File: src/rtl/ad7476_pkg.sv
// Shared definitions for the AD7476 serial ADC interface: FSM state
// encodings, default timing parameters and frame layout helpers.
package ad7476_pkg;

  typedef enum logic [1:0] {
    IDLE     = 2'd0,
    CS_SETUP = 2'd1,
    SHIFT    = 2'd2,
    QUIET    = 2'd3
  } xfer_state_t;

  // SCLK half-period in clk_i cycles (legal 2..255)
  localparam int CLK_DIV_DEF   = 4;
  // CS_n-high quiet cycles after each frame (legal 1..255)
  localparam int QUIET_CYC_DEF = 8;

  localparam int FRAME_BITS = 16;
  localparam int DATA_BITS  = 12;

  // The AD7476 shifts out four leading zeros ahead of the 12-bit result;
  // any 1 among them means the frame was misaligned or the part misbehaved.
  function automatic logic lead_bits_set(input logic [FRAME_BITS-1:0] frame);
    return |frame[FRAME_BITS-1:DATA_BITS];
  endfunction

endpackage

File: src/rtl/ad7476_sclk_div.sv
// Half-period tick generator and SCLK phase flop for the AD7476 frame.
// The counter only runs while en_i is high and restarts from zero each
// time it is enabled, so every frame begins with a full first half-period.
module ad7476_sclk_div
  import ad7476_pkg::*;
#(
  parameter int CLK_DIV = CLK_DIV_DEF
) (
  input  logic clk_i,
  input  logic rst_i,
  input  logic en_i,
  input  logic tgl_i,
  output logic tick_o,
  output logic sclk_o
);

  localparam logic [7:0] HALF_TC = 8'(CLK_DIV - 1);

  logic [7:0] half_cnt_q;

  assign tick_o = en_i && (half_cnt_q == HALF_TC);

  // Half-period counter: 0..CLK_DIV-1, wraps to 0, held at 0 when disabled
  always_ff @(posedge clk_i) begin
    if (rst_i || !en_i) begin
      half_cnt_q <= 8'd0;
    end else if (half_cnt_q == HALF_TC) begin
      half_cnt_q <= 8'd0;
    end else begin
      half_cnt_q <= half_cnt_q + 8'd1;
    end
  end

  // SCLK phase flop: idles high, flips at a half-period boundary on request
  always_ff @(posedge clk_i) begin
    if (rst_i || !en_i) begin
      sclk_o <= 1'b1;
    end else if (tick_o && tgl_i) begin
      sclk_o <= ~sclk_o;
    end
  end

endmodule

File: src/rtl/ad7476_spi_xfer.sv
// AD7476 conversion frame controller: drops CS_n, clocks 16 SCLK periods,
// captures the serial word, then holds CS_n high for a quiet interval
// before accepting the next start request.
//
// state    | meaning
// ---------+---------------------------------------------------------
// IDLE     | CS_n high, SCLK high, waiting for spi_start_i
// CS_SETUP | CS_n low, SCLK high for one half-period before clocking
// SHIFT    | 16 SCLK periods, data sampled at the end of each high phase
// QUIET    | CS_n high, result delivered in first cycle, done in last
module ad7476_spi_xfer
  import ad7476_pkg::*;
#(
  parameter int CLK_DIV   = CLK_DIV_DEF,
  parameter int QUIET_CYC = QUIET_CYC_DEF
) (
  input  logic        clk_i,
  input  logic        rst_i,
  input  logic        spi_start_i,
  input  logic        spi_rden_i,
  output logic        spi_tfer_done_o,
  output logic        spi_busy_o,
  output logic        adc_cs_n_o,
  output logic        adc_sclk_o,
  input  logic        adc_sdata_i,
  output logic [11:0] adc_data_o,
  output logic        adc_data_wr_o,
  output logic        adc_lead_err_o
);

  localparam logic [7:0] QUIET_TC = 8'(QUIET_CYC - 1);
  localparam logic [3:0] LAST_BIT = 4'(FRAME_BITS - 1);

  xfer_state_t state_q, state_d;
  logic [3:0]  bit_cnt_q, bit_cnt_d;
  logic [7:0]  quiet_cnt_q, quiet_cnt_d;
  logic [15:0] shift_q, shift_d;
  logic        cs_n_q, cs_n_d;
  logic [11:0] data_q;
  logic        lead_q;

  logic        div_en;
  logic        div_tgl;
  logic        half_tick;
  logic        sclk;
  logic        wr;
  logic        done;

  assign div_en = (state_q == CS_SETUP) || (state_q == SHIFT);

  // The final high phase must not fall again: SCLK stays high into QUIET.
  assign div_tgl = (state_q == CS_SETUP) ||
                   ((state_q == SHIFT) && !(sclk && (bit_cnt_q == LAST_BIT)));

  ad7476_sclk_div #(
    .CLK_DIV (CLK_DIV)
  ) u_sclk_div (
    .clk_i  (clk_i),
    .rst_i  (rst_i),
    .en_i   (div_en),
    .tgl_i  (div_tgl),
    .tick_o (half_tick),
    .sclk_o (sclk)
  );

  // Next-state, counter and strobe decode
  always_comb begin
    state_d     = state_q;
    bit_cnt_d   = bit_cnt_q;
    quiet_cnt_d = quiet_cnt_q;
    shift_d     = shift_q;
    cs_n_d      = cs_n_q;
    wr          = 1'b0;
    done        = 1'b0;

    case (state_q)
      IDLE: begin
        if (spi_start_i) begin
          state_d = CS_SETUP;
          cs_n_d  = 1'b0;
        end
      end

      CS_SETUP: begin
        if (half_tick) begin
          state_d = SHIFT;
        end
      end

      SHIFT: begin
        if (half_tick && sclk) begin
          shift_d = {shift_q[14:0], adc_sdata_i};
          if (bit_cnt_q == LAST_BIT) begin
            state_d     = QUIET;
            bit_cnt_d   = 4'd0;
            cs_n_d      = 1'b1;
            quiet_cnt_d = QUIET_TC;
          end else begin
            bit_cnt_d = bit_cnt_q + 4'd1;
          end
        end
      end

      QUIET: begin
        // quiet_cnt counts down from QUIET_TC; first cycle is the load value
        wr = (quiet_cnt_q == QUIET_TC) && spi_rden_i;
        if (quiet_cnt_q == 8'd0) begin
          done    = 1'b1;
          state_d = IDLE;
        end else begin
          quiet_cnt_d = quiet_cnt_q - 8'd1;
        end
      end

      default: begin
        state_d = IDLE;
        cs_n_d  = 1'b1;
      end
    endcase
  end

  // State, counters, shift register and CS_n flop
  always_ff @(posedge clk_i) begin
    if (rst_i) begin
      state_q     <= IDLE;
      bit_cnt_q   <= 4'd0;
      quiet_cnt_q <= 8'd0;
      shift_q     <= 16'd0;
      cs_n_q      <= 1'b1;
    end else begin
      state_q     <= state_d;
      bit_cnt_q   <= bit_cnt_d;
      quiet_cnt_q <= quiet_cnt_d;
      shift_q     <= shift_d;
      cs_n_q      <= cs_n_d;
    end
  end

  // Result holding registers, refreshed on each delivered strobe
  always_ff @(posedge clk_i) begin
    if (rst_i) begin
      data_q <= 12'h000;
      lead_q <= 1'b0;
    end else if (wr) begin
      data_q <= shift_q[11:0];
      lead_q <= lead_bits_set(shift_q);
    end
  end

  // The strobe cycle presents the fresh word directly so a consumer can
  // latch adc_data_o while adc_data_wr_o is high; afterwards the register holds it.
  assign adc_data_o      = wr ? shift_q[11:0] : data_q;
  assign adc_lead_err_o  = wr ? lead_bits_set(shift_q) : lead_q;
  assign adc_data_wr_o   = wr;
  assign spi_tfer_done_o = done;
  assign spi_busy_o      = (state_q != IDLE);
  assign adc_cs_n_o      = cs_n_q;
  assign adc_sclk_o      = sclk;

endmodule

File: config.mk
export PLATFORM = sky130hd
export DESIGN_NAME = ad7476_spi_xfer
export DESIGN_NICKNAME = d
export VERILOG_FILES = /design/src/rtl/ad7476_pkg.sv /design/src/rtl/ad7476_sclk_div.sv /design/src/rtl/ad7476_spi_xfer.sv
export SDC_FILE = /design/constraint.sdc
export NUM_CORES = 1
export LEC_CHECK = 0
export BUFFER_PORTS_ARGS = -buffer_cell sky130_fd_sc_hd__buf_4
export CAP_MARGIN = 10
export CORE_MARGIN = 3
export CORE_UTILIZATION = 60
export CTS_BUF_LIST = sky130_fd_sc_hd__clkbuf_8
export CTS_CLUSTER_DIAMETER = 30
export DETAILED_ROUTE_END_ITERATION = 12
export GPL_TIMING_DRIVEN = 0
export PLACE_DENSITY = 0.79
export REMOVE_ABC_BUFFERS = 1
export SETUP_SLACK_MARGIN = 0.1
export SLEW_MARGIN = 25
export SYNTH_ARGS = -nofsm -noshare
export SYNTH_HDL_FRONTEND = slang
export SYNTH_SLANG_ARGS = --single-unit
File: constraint.sdc
create_clock -name clk_i -period 1.95 [get_ports clk_i]
set_input_delay 0.195 -clock clk_i [delete_from_list [all_inputs] [get_ports clk_i]]
set_output_delay 0.195 -clock clk_i [all_outputs]
set_load 0.01 [all_outputs]
Yosys cells after proc, flatten, opt, wreduce, memory -nomap -nowiden
Cells that the tools add are included.
{"block": "classes", "n_addsub": 3, "mul": 0, "div": 0, "n_lt_le_gt_ge": 0, "eq_ne": 12, "shift": 0, "n_mux": 20, "n_bitwise": 1, "n_reduce_logical": 22}
{"op": "$mux 8", "n": 3}
{"op": "$pmux 8 s2", "n": 1}
{"op": "$mux 12", "n": 1}
{"op": "$mux 2", "n": 5}
{"op": "$add 8x1->8 const B", "n": 1}
{"op": "$eq 8x2->1 const B", "n": 1}
{"op": "$eq 8x3->1 const B", "n": 1}
{"op": "$logic_not 8->1", "n": 1}
{"op": "$ne 2x2->1 const B", "n": 4}
{"op": "$pmux 2 s4", "n": 1}
{"op": "$reduce_and 4->1", "n": 2}
{"op": "$sub 8x1->8 const B", "n": 1}
{"op": "$mux 1", "n": 7}
{"op": "$logic_and 1x1->1", "n": 6}
{"op": "$reduce_bool 2->1", "n": 3}
{"op": "$reduce_and 5->1", "n": 1}
{"op": "$add 4x1->4 const B", "n": 1}
{"op": "$eq 2x2->1 const B", "n": 2}
{"op": "$eq 4x4->1 const B", "n": 1}
{"op": "$mux 4", "n": 1}
{"op": "$ne 2x1->1 const B", "n": 2}
{"op": "$reduce_or 4->1", "n": 1}
{"op": "$logic_or 1x1->1", "n": 3}
{"op": "$eq 2x1->1 const B", "n": 1}
{"op": "6 further kinds", "n": 7}
{"block": "word_totals", "regBits": 53, "latch_bits": 0, "ramBits": 0, "mem_bits_ro": 0, "input_bits": 5, "output_inout_bits": 18, "mem_count": 0}

Depth between registers and ports, before layout
Gate-level depths: netlist of run 1.
{"block": "depth", "depth_word": 6, "ltp_mapped": 8}

By module
Synthesis of run 1 repeated with hierarchy kept, for this count alone.
{"block": "unflattened", "cells_unflattened": 254, "hier_area_um2": 2356.0}
{"module": "ad7476_spi_xfer", "instances": 1, "cells_each": 209, "area_per_inst_um2": 1936.9, "seq_area_each_um2": 880.8}
{"module": "ad7476_sclk_div", "instances": 1, "cells_each": 45, "area_per_inst_um2": 419.2, "seq_area_each_um2": 180.2}

Worst setup path before layout of run 1
OpenSTA, ideal clock, no wires.
{"block": "synth_path", "path_type": "reg2reg", "from": "register state_q[0]", "to": "register state_q[1]", "arrival_ns": 1.662, "required_time_ns": 1.829, "slack_ns": 0.167, "path_stages_with_launch": 8, "path_buffers": 0, "synth_period_minus_slack_ns": 1.783, "cell_sequence": "dfxtp_1 -> inv_1 -> ha_1 -> and4bb_2 -> nand2_1 -> a21oi_1 -> o21ai_1 -> mux2_2"}
{"block": "synth_between", "elab_cells_between_ends": 14}
{"item": "start, declared", "line": "ad7476_spi_xfer.sv:34", "text": "xfer_state_t state_q, state_d;"}
{"item": "start signal, assigned", "line": "ad7476_spi_xfer.sv:131", "text": "state_q <= state_d;"}
{"item": "$eq 2x2->1 (tied with other cells)", "line": "ad7476_spi_xfer.sv:76", "text": "case (state_q)"}
{"item": "$pmux 2 s4 (*)", "line": "ad7476_spi_xfer.sv:76"}
{"item": "named net state_d[1]", "line": "ad7476_spi_xfer.sv:34"}
Mark *: on every way through the listed nets, which the timed path passes. The rest lies on a longest branch.
A chain may end at the register's enable or synchronous reset.

Worst setup path after layout of run 1
{"block": "layout_path", "from": "register state_q[1]", "to": "output port adc_data_o[2]"}
{"block": "layout_between", "elab_chain_cells": 3}
{"item": "$eq 2x2->1", "line": "ad7476_spi_xfer.sv:76"}
{"item": "$mux 1", "line": "ad7476_spi_xfer.sv:76"}
{"item": "$mux 12"}
{"item": "end, declared", "line": "ad7476_spi_xfer.sv:26", "text": "output logic [11:0] adc_data_o,"}
No other way between the ends.

==> results of run 1 <==
[critical path: cells and delay by family, from the launching register on]
family	cells	cell delay, ps
adder cells (fa/ha/maj)	1	140
flip-flops	1	380
multiplexers	1	360
AND/OR/NAND/NOR	2	440
buffers and inverters	2	250
[power by group through the flow]
stage	registers [mW]	logic [mW]	clock network, mW
after floorplan	1.24	0.404	0
after global placement	1.25	0.525	0
after detailed placement	1.25	0.540	0
after CTS	1.26	0.749	0.630
after global routing	1.28	1.06	0.674
final	1.27	0.984	0.631
[routing by layer]
metal	track usage, %	up-vias	wire length (um)
li1	-	984	-
met1	28.70	1015	2535
met2	38.02	71	3215
met3	5.511	22	280
met4	8.273	0	238
met5	0	-	0
[flip-flops by register name, indices dropped and copies added, names as in the netlist]
| signal | cells |
|---|---|
| adc_cs_n_o | 1 |
| bit_cnt_q | 4 |
| data_q | 12 |
| lead_q | 1 |
| quiet_cnt_q | 8 |
| shift_q | 16 |
| state_q | 2 |
| u_sclk_div.half_cnt_q | 8 |
| u_sclk_div.sclk_o | 1 |
[metrics by stage]
stage               cells  util (%)  power [mW]  cell area [sq um]
floorplan             251         -       1.641               2321
global placement      321     68.01       1.773               2546
detailed placement    321     68.01       1.791               2546
CTS                   346     79.08       2.643               2960
global route          357     85.26       3.016               3192
finish                357     85.26       2.884               3192
[cells by family (layout without fill, tap and decap cells)]
family / Yosys count / after routing / share of synthesized area [%]
compound gates: 38 / 38 / 9.936
xor+xnor: 12 / 12 / 4.440
fa+ha+maj: 9 / 9 / 4.757
buf+inv: 17 / 64 / 3.066
flops: 53 / 53 / 44.82
mux: 13 / 13 / 6.184
simple gates: 119 / 120 / 26.80
[cell type report]
| class | instances | area [sq um] | area share (%) |
|---|---|---|---|
| Multi-Input combinational cell | 192 | 1479 | 46.33 |
| Inverter | 7 | 28.78 | 0.9016 |
| Sequential cell | 53 | 1077 | 33.75 |
| Timing Repair Buffer | 49 | 456.7 | 14.31 |
| Clock inverter | 3 | 21.27 | 0.6664 |
| Clock buffer | 5 | 68.82 | 2.156 |
| Tap cell | 48 | 60.06 | 1.882 |
[repair_timing]
action                     in CTS  in global routing
pin swaps                      15                 17
setup endpoints to repair      56                 35
setup buffers                  16                 11
cloned                          1                  0
gates resized for setup        46                 36
[cell usage after synthesis (3+ instances only)]
cell type / n / area share (%)
dfxtp_1: 53 / 45
nor3_1: 3 / 0.63
buf_2: 4 / 0.85
mux2_1: 3 / 1.4
xnor2_1: 6 / 2.2
a211oi_1: 3 / 0.95
nand3_1: 8 / 1.7
mux2_2: 10 / 4.8
nand2_1: 42 / 6.7
and3_1: 3 / 0.79
inv_1: 7 / 1.1
xor2_1: 6 / 2.2
nor2b_1: 16 / 4.2
ha_1: 9 / 4.8
o21ai_0: 5 / 1.1
nor2_1: 24 / 3.8
nor4_1: 3 / 0.79
a21oi_1: 23 / 4.9
or3_1: 3 / 0.79
clkbuf_1: 5 / 0.79
[worst max path at each step]
| stage | depth (start not counted) | start | to | slack, ps |
|---|---|---|---|---|
| 6_report | 6 | state_q[1]$_SDFFE_PP0P_ | adc_data_o[2] | -130 |
| 5_1_grt | 6 | state_q[1]$_SDFFE_PP0P_ | adc_data_o[2] | -200 |
| 4_1_cts | 6 | state_q[1]$_SDFFE_PP0P_ | adc_data_o[4] | -110 |
| 3_5_place_dp | 7 | state_q[0]$_SDFFE_PP0P_ | bit_cnt_q[0]$_SDFFE_PP0P_ | -60 |
| 3_3_place_gp | 7 | state_q[0]$_SDFFE_PP0P_ | bit_cnt_q[0]$_SDFFE_PP0P_ | -40 |
| 2_1_floorplan | 7 | state_q[0]$_SDFFE_PP0P_ | state_q[1]$_SDFFE_PP0P_ | 160 |
==> metrics.md, run 1 <==
| Metric | Value |
|---|---|
| R2r startpoint | state_q[1]$_SDFFE_PP0P_ |
| R2r setup slk | -20 ps |
| TritonCTS clock tree | yes |
| Clk Latency, worst-skew pair | 310 ps |
| DP HPWL | 2886 um |
| Initial Utilization | 63.24% |
| Setup TNS | -1226 ps |
| Min-Delay Endpoint | shift_q[0]$_SDFFE_PP0P_ |
| Period utilisation layout | 106.6% |
| Clock transition at path regs | 90 ps |
| VDD IR max | 0.0007904 V |
| Clock buffer depth | 2 |
| Net Sw Frac | 34.77% |
| RSZ-0062 raised after global routing | yes |
| Core area | 3744 sq um |
| Htree depth | 2 |
| Vias in the first global route | 1732 |
| Detailed Routing Iterations Pass 1 | 4 |
| Register area share after synthesis | 44.82% |
| Wire per inst | 17.56 um |
| CP max stage delay | 380 ps |
| Status | complete, but fails checks |
| Top FF cell, synth | dfxtp_1 |
| CP arrival | 1880 ps |
| Dpl ws | -65.00 ps |
| CP max FO | 7 |
| Cell area after synthesis | 2367 sq um |
| Worst path cell trace | ha_4 > and4b_2 > buf_12 > nand3_4 > mux2_4 > buf_6 |
| Initial antenna violation count | 0 |
| Routability Congestion | 0.7797 |
| Maximum number of pins on one net before global-route repair | 42 |
| DRT Wirelength | 6270 um |
| Mean post-synth cell area | 9.070 sq um |
| Hold Violations, Final | 0 |
| # setup viols final | 15 |
| Share of post-route cells with drive strength above 1 | 36.89% |
| Global-route usage over all layers | 22.86% |
| IO Port Bufs | 22 |
| Clock root buffer | clkbuf_8 |
| FF+latch count, synth | 53 |
| EDFF count, synth | 0 |
| Fmax | 481.2 MHz |
| Die Wd | 68.81 um |
| MaxCap Viol Count | 0 |
| Critical Path Source Type | flop |
| Violated checks | setup timing |
| Via count | 2092 |
| Synth unique cells | 40 |
| WP data required | 1750 ps |
| Remaining Overflow, GRT | 0 |
| Hold Crit Start | adc_sdata_i |
| Hold buffers post-CTS | 0 |
| First-pass GRT wire length | 8004 um |
| Worst-margin pin slew | 441.2 ps |
| Comb pwr share | 34.1% |
| Critical-path top delay cell | dfxtp_4 |
| Slew HR | 70.58% |
| Pint | 1.881 mW |
| Vias/cell | 5.860 |
| Chip height | 68.81 um |
| Setup ws final | -128.2 ps |
| Num Clock Sinks | 53 |
| Worst setup EP type | output port |
| Max Slew Vio Count | 0 |
| FP Rows | 22 |
| I/O Pins | 23 |
| Hold depth | 3 |
| Synthesis-to-finish area growth | 34.83% |
| Initial DRC Count | 171 |
| FF-to-FF End | state_q[1]$_SDFFE_PP0P_ |
| Total CTS buffers | 5 |
| Reg power frac | 44.0% |
| Nets | 322 |
| FF-to-FF path depth | 9 |
| Post-route antenna net violation count | 0 |
| Most frequent cells in the layout | dfxtp_1, nand2_1, buf_4 |
| Commonest non-fill, non-tap cell in the layout | dfxtp_1 |
| Pwr/cell area | 903.6 nW/um^2 |
| Clock power share | 21.9% |
| DRC Markers | 0 |
| Async S/R FF share, synth | 0% |
| Die ar. | 4735 sq um |
| Fillcell total | 191 |
| Antenna cells | 0 |
| Hold Slack | 123.4 ps |
| Mapped Cells | 261 |
| Switch Pwr | 1.003 mW |
| Hold crit path type | in -> reg |
| Crit path time final | 2078 ps |
| YS warnings | 0 |
| Setup CP Type | reg -> out |
| Pleak | 1.248 nW |
| Clock Skews | 5.693 ps |
Power figures use the tool's default switching activity.
==> inputs of run 2 (changes only) <==
Clock period 1.95 ns to 2.7 ns, I/O delays scaled along.
==> metrics.md, run 2 (synthesis gave the netlist of run 1 again) <==
| Metric | Value |
|---|---|
| Clock power share | 26.0% |
| Clk Latency, worst-skew pair | 310 ps |
| Initial DRC Count | 118 |
| Die Wd | 68.81 um |
| Post-route antenna net violation count | 0 |
| DRC Markers | 0 |
| Share of post-route cells with drive strength above 1 | 17.79% |
| GR Util met3 | 5.348% |
| Setup TNS | 0 ps |
| Post_cts resized | 0 |
| Switch Pwr | 0.5382 mW |
| Synthesis-to-finish area growth | 11.36% |
| Worst setup EP type | output port |
| Detailed Routing Iterations Pass 1 | 4 |
| CP arrival | 2150 ps |
| Hold Slack | 209.9 ps |
| VDD IR max | 0.0004711 V |
| Die ar. | 4735 sq um |
| Vias/cell | 5.410 |
| Total CTS buffers | 5 |
| Max Slew Vio Count | 0 |
| Via count | 1780 |
| Hold buffers post-CTS | 0 |
| MaxCap Viol Count | 0 |
| Setup bufs post-CTS | 0 |
| Pleak | 1.025 nW |
| Clock root buffer | clkbuf_8 |
| Most frequent cells in the layout | dfxtp_1, nand2_1, nor2_1 |
| Chip height | 68.81 um |
| Worst-margin pin slew | 489.4 ps |
| First-pass GRT wire length | 6686 um |
| I/O Pins | 23 |
| Biggest register | shift_q |
| Slew HR | 67.29% |
| Fmax | 412.8 MHz |
| Remaining Overflow, GRT | 0 |
| Pint | 1.184 mW |
| Htree depth | 2 |
| Nets | 294 |
| TritonCTS clock tree | yes |
| Commonest non-fill, non-tap cell in the layout | dfxtp_1 |
| Number of flip-flops under the largest register name | 16 |
| Core area | 3744 sq um |
| Antenna cells | 0 |
| Hold Violations, Final | 0 |
| Clock buffer depth | 2 |
| Setup CP Type | reg -> out |
| Maximum number of pins on one net before global-route repair | 42 |
| Net Sw Frac | 31.25% |
| Initial Utilization | 63.24% |
| Comb pwr share | 22.6% |
| Clock transition at path regs | 90 ps |
| # setup viols final | 0 |
| Clock Skews | 6.192 ps |
| IO Port Bufs | 22 |
| Post-DP Area | 2546 sq um |
| DRT Wirelength | 4130 um |
| CP max FO | 15 |
| Initial antenna violation count | 0 |
| Fillcell total | 309 |
| Status | completed |
| Wire per inst | 12.55 um |
| RSZ-0062 raised after global routing | no |
| Num Clock Sinks | 53 |
| Final Util | 70.42% |
| Pwr/cell area | 653.3 nW/um^2 |
| Biggest regs | shift_q x16, data_q x12 |
| Met1 usage | 23.12% |
| Vias in the first global route | 1536 |
| Met2 usage | 31.70% |
| WP data required | 2430 ps |
| DP HPWL | 2886 um |
| Pwr Total | 1.722 mW |
| Hold crit path type | in -> reg |
| Routability Congestion | 0.7797 |
| Busiest grt layer | met2 |
| Reg power frac | 51.4% |
| Crit path time final | 2422 ps |
| Global-route usage over all layers | 18.90% |
| FP Rows | 22 |
| Critical Path Source Type | flop |
| Final Cell Area | 2636 sq um |
| Period utilisation layout | 89.71% |
run 2: through the flow:
stage | instances | setup WS [ps]
global placement | 321 | 674.8
CTS | 329 | 230.0
finish | 329 | 277.7
detailed placement | 321 | 625.1
global route | 329 | 106.6
floorplan | 251 | 906.2
run 2: routing by layer:
layer | wire length (um) | vias up | part of all wire (%)
li1 | - | 925 | -
met1 | 1940 | 819 | 47
met2 | 1955 | 32 | 47
met3 | 173 | 4 | 4.2
met4 | 61 | 0 | 1.5
met5 | 0 | - | 0
run 2: final cells by class:
class	count	area (sq um)	share of cell area (%)
inverters	7	26.28	0.9967
flip-flops and latches	53	1061	40.25
well taps	48	60.06	2.278
repair buffers	22	165.2	6.265
multi-input cells	191	1234	46.80
clock buffers	5	68.82	2.610
clock inverters	3	21.27	0.8068
run 2: path summary, 6_finish.rpt:
path                          startpoint                   endpoint  slack (ps)  cells after the start
max reg2reg      state_q[0]$_SDFFE_PP0P_  bit_cnt_q[0]$_SDFFE_PP0P_         680                      7
min reg2reg     shift_q[15]$_SDFFE_PP0P_   shift_q[15]$_SDFFE_PP0P_         470                      2
min                          adc_sdata_i    shift_q[0]$_SDFFE_PP0P_         210                      3
max          quiet_cnt_q[4]$_SDFFE_PP0P_             adc_data_o[10]         280                      4
run 2: power by group through the flow:
stage	registers (mW)	clock network (mW)	logic (mW)
final	0.886	0.448	0.389
after global routing	0.894	0.482	0.437
after CTS	0.885	0.455	0.391
after detailed placement	0.903	0	0.390
after global placement	0.901	0	0.380
after floorplan	0.894	0	0.291
run 2: worst max-delay path, cell delays in order, from the launching register on:
cell and delay [ps]:
dfxtp_1 370, nor4_2 440, nand3_2 430, mux2_1 460, buf_4 150
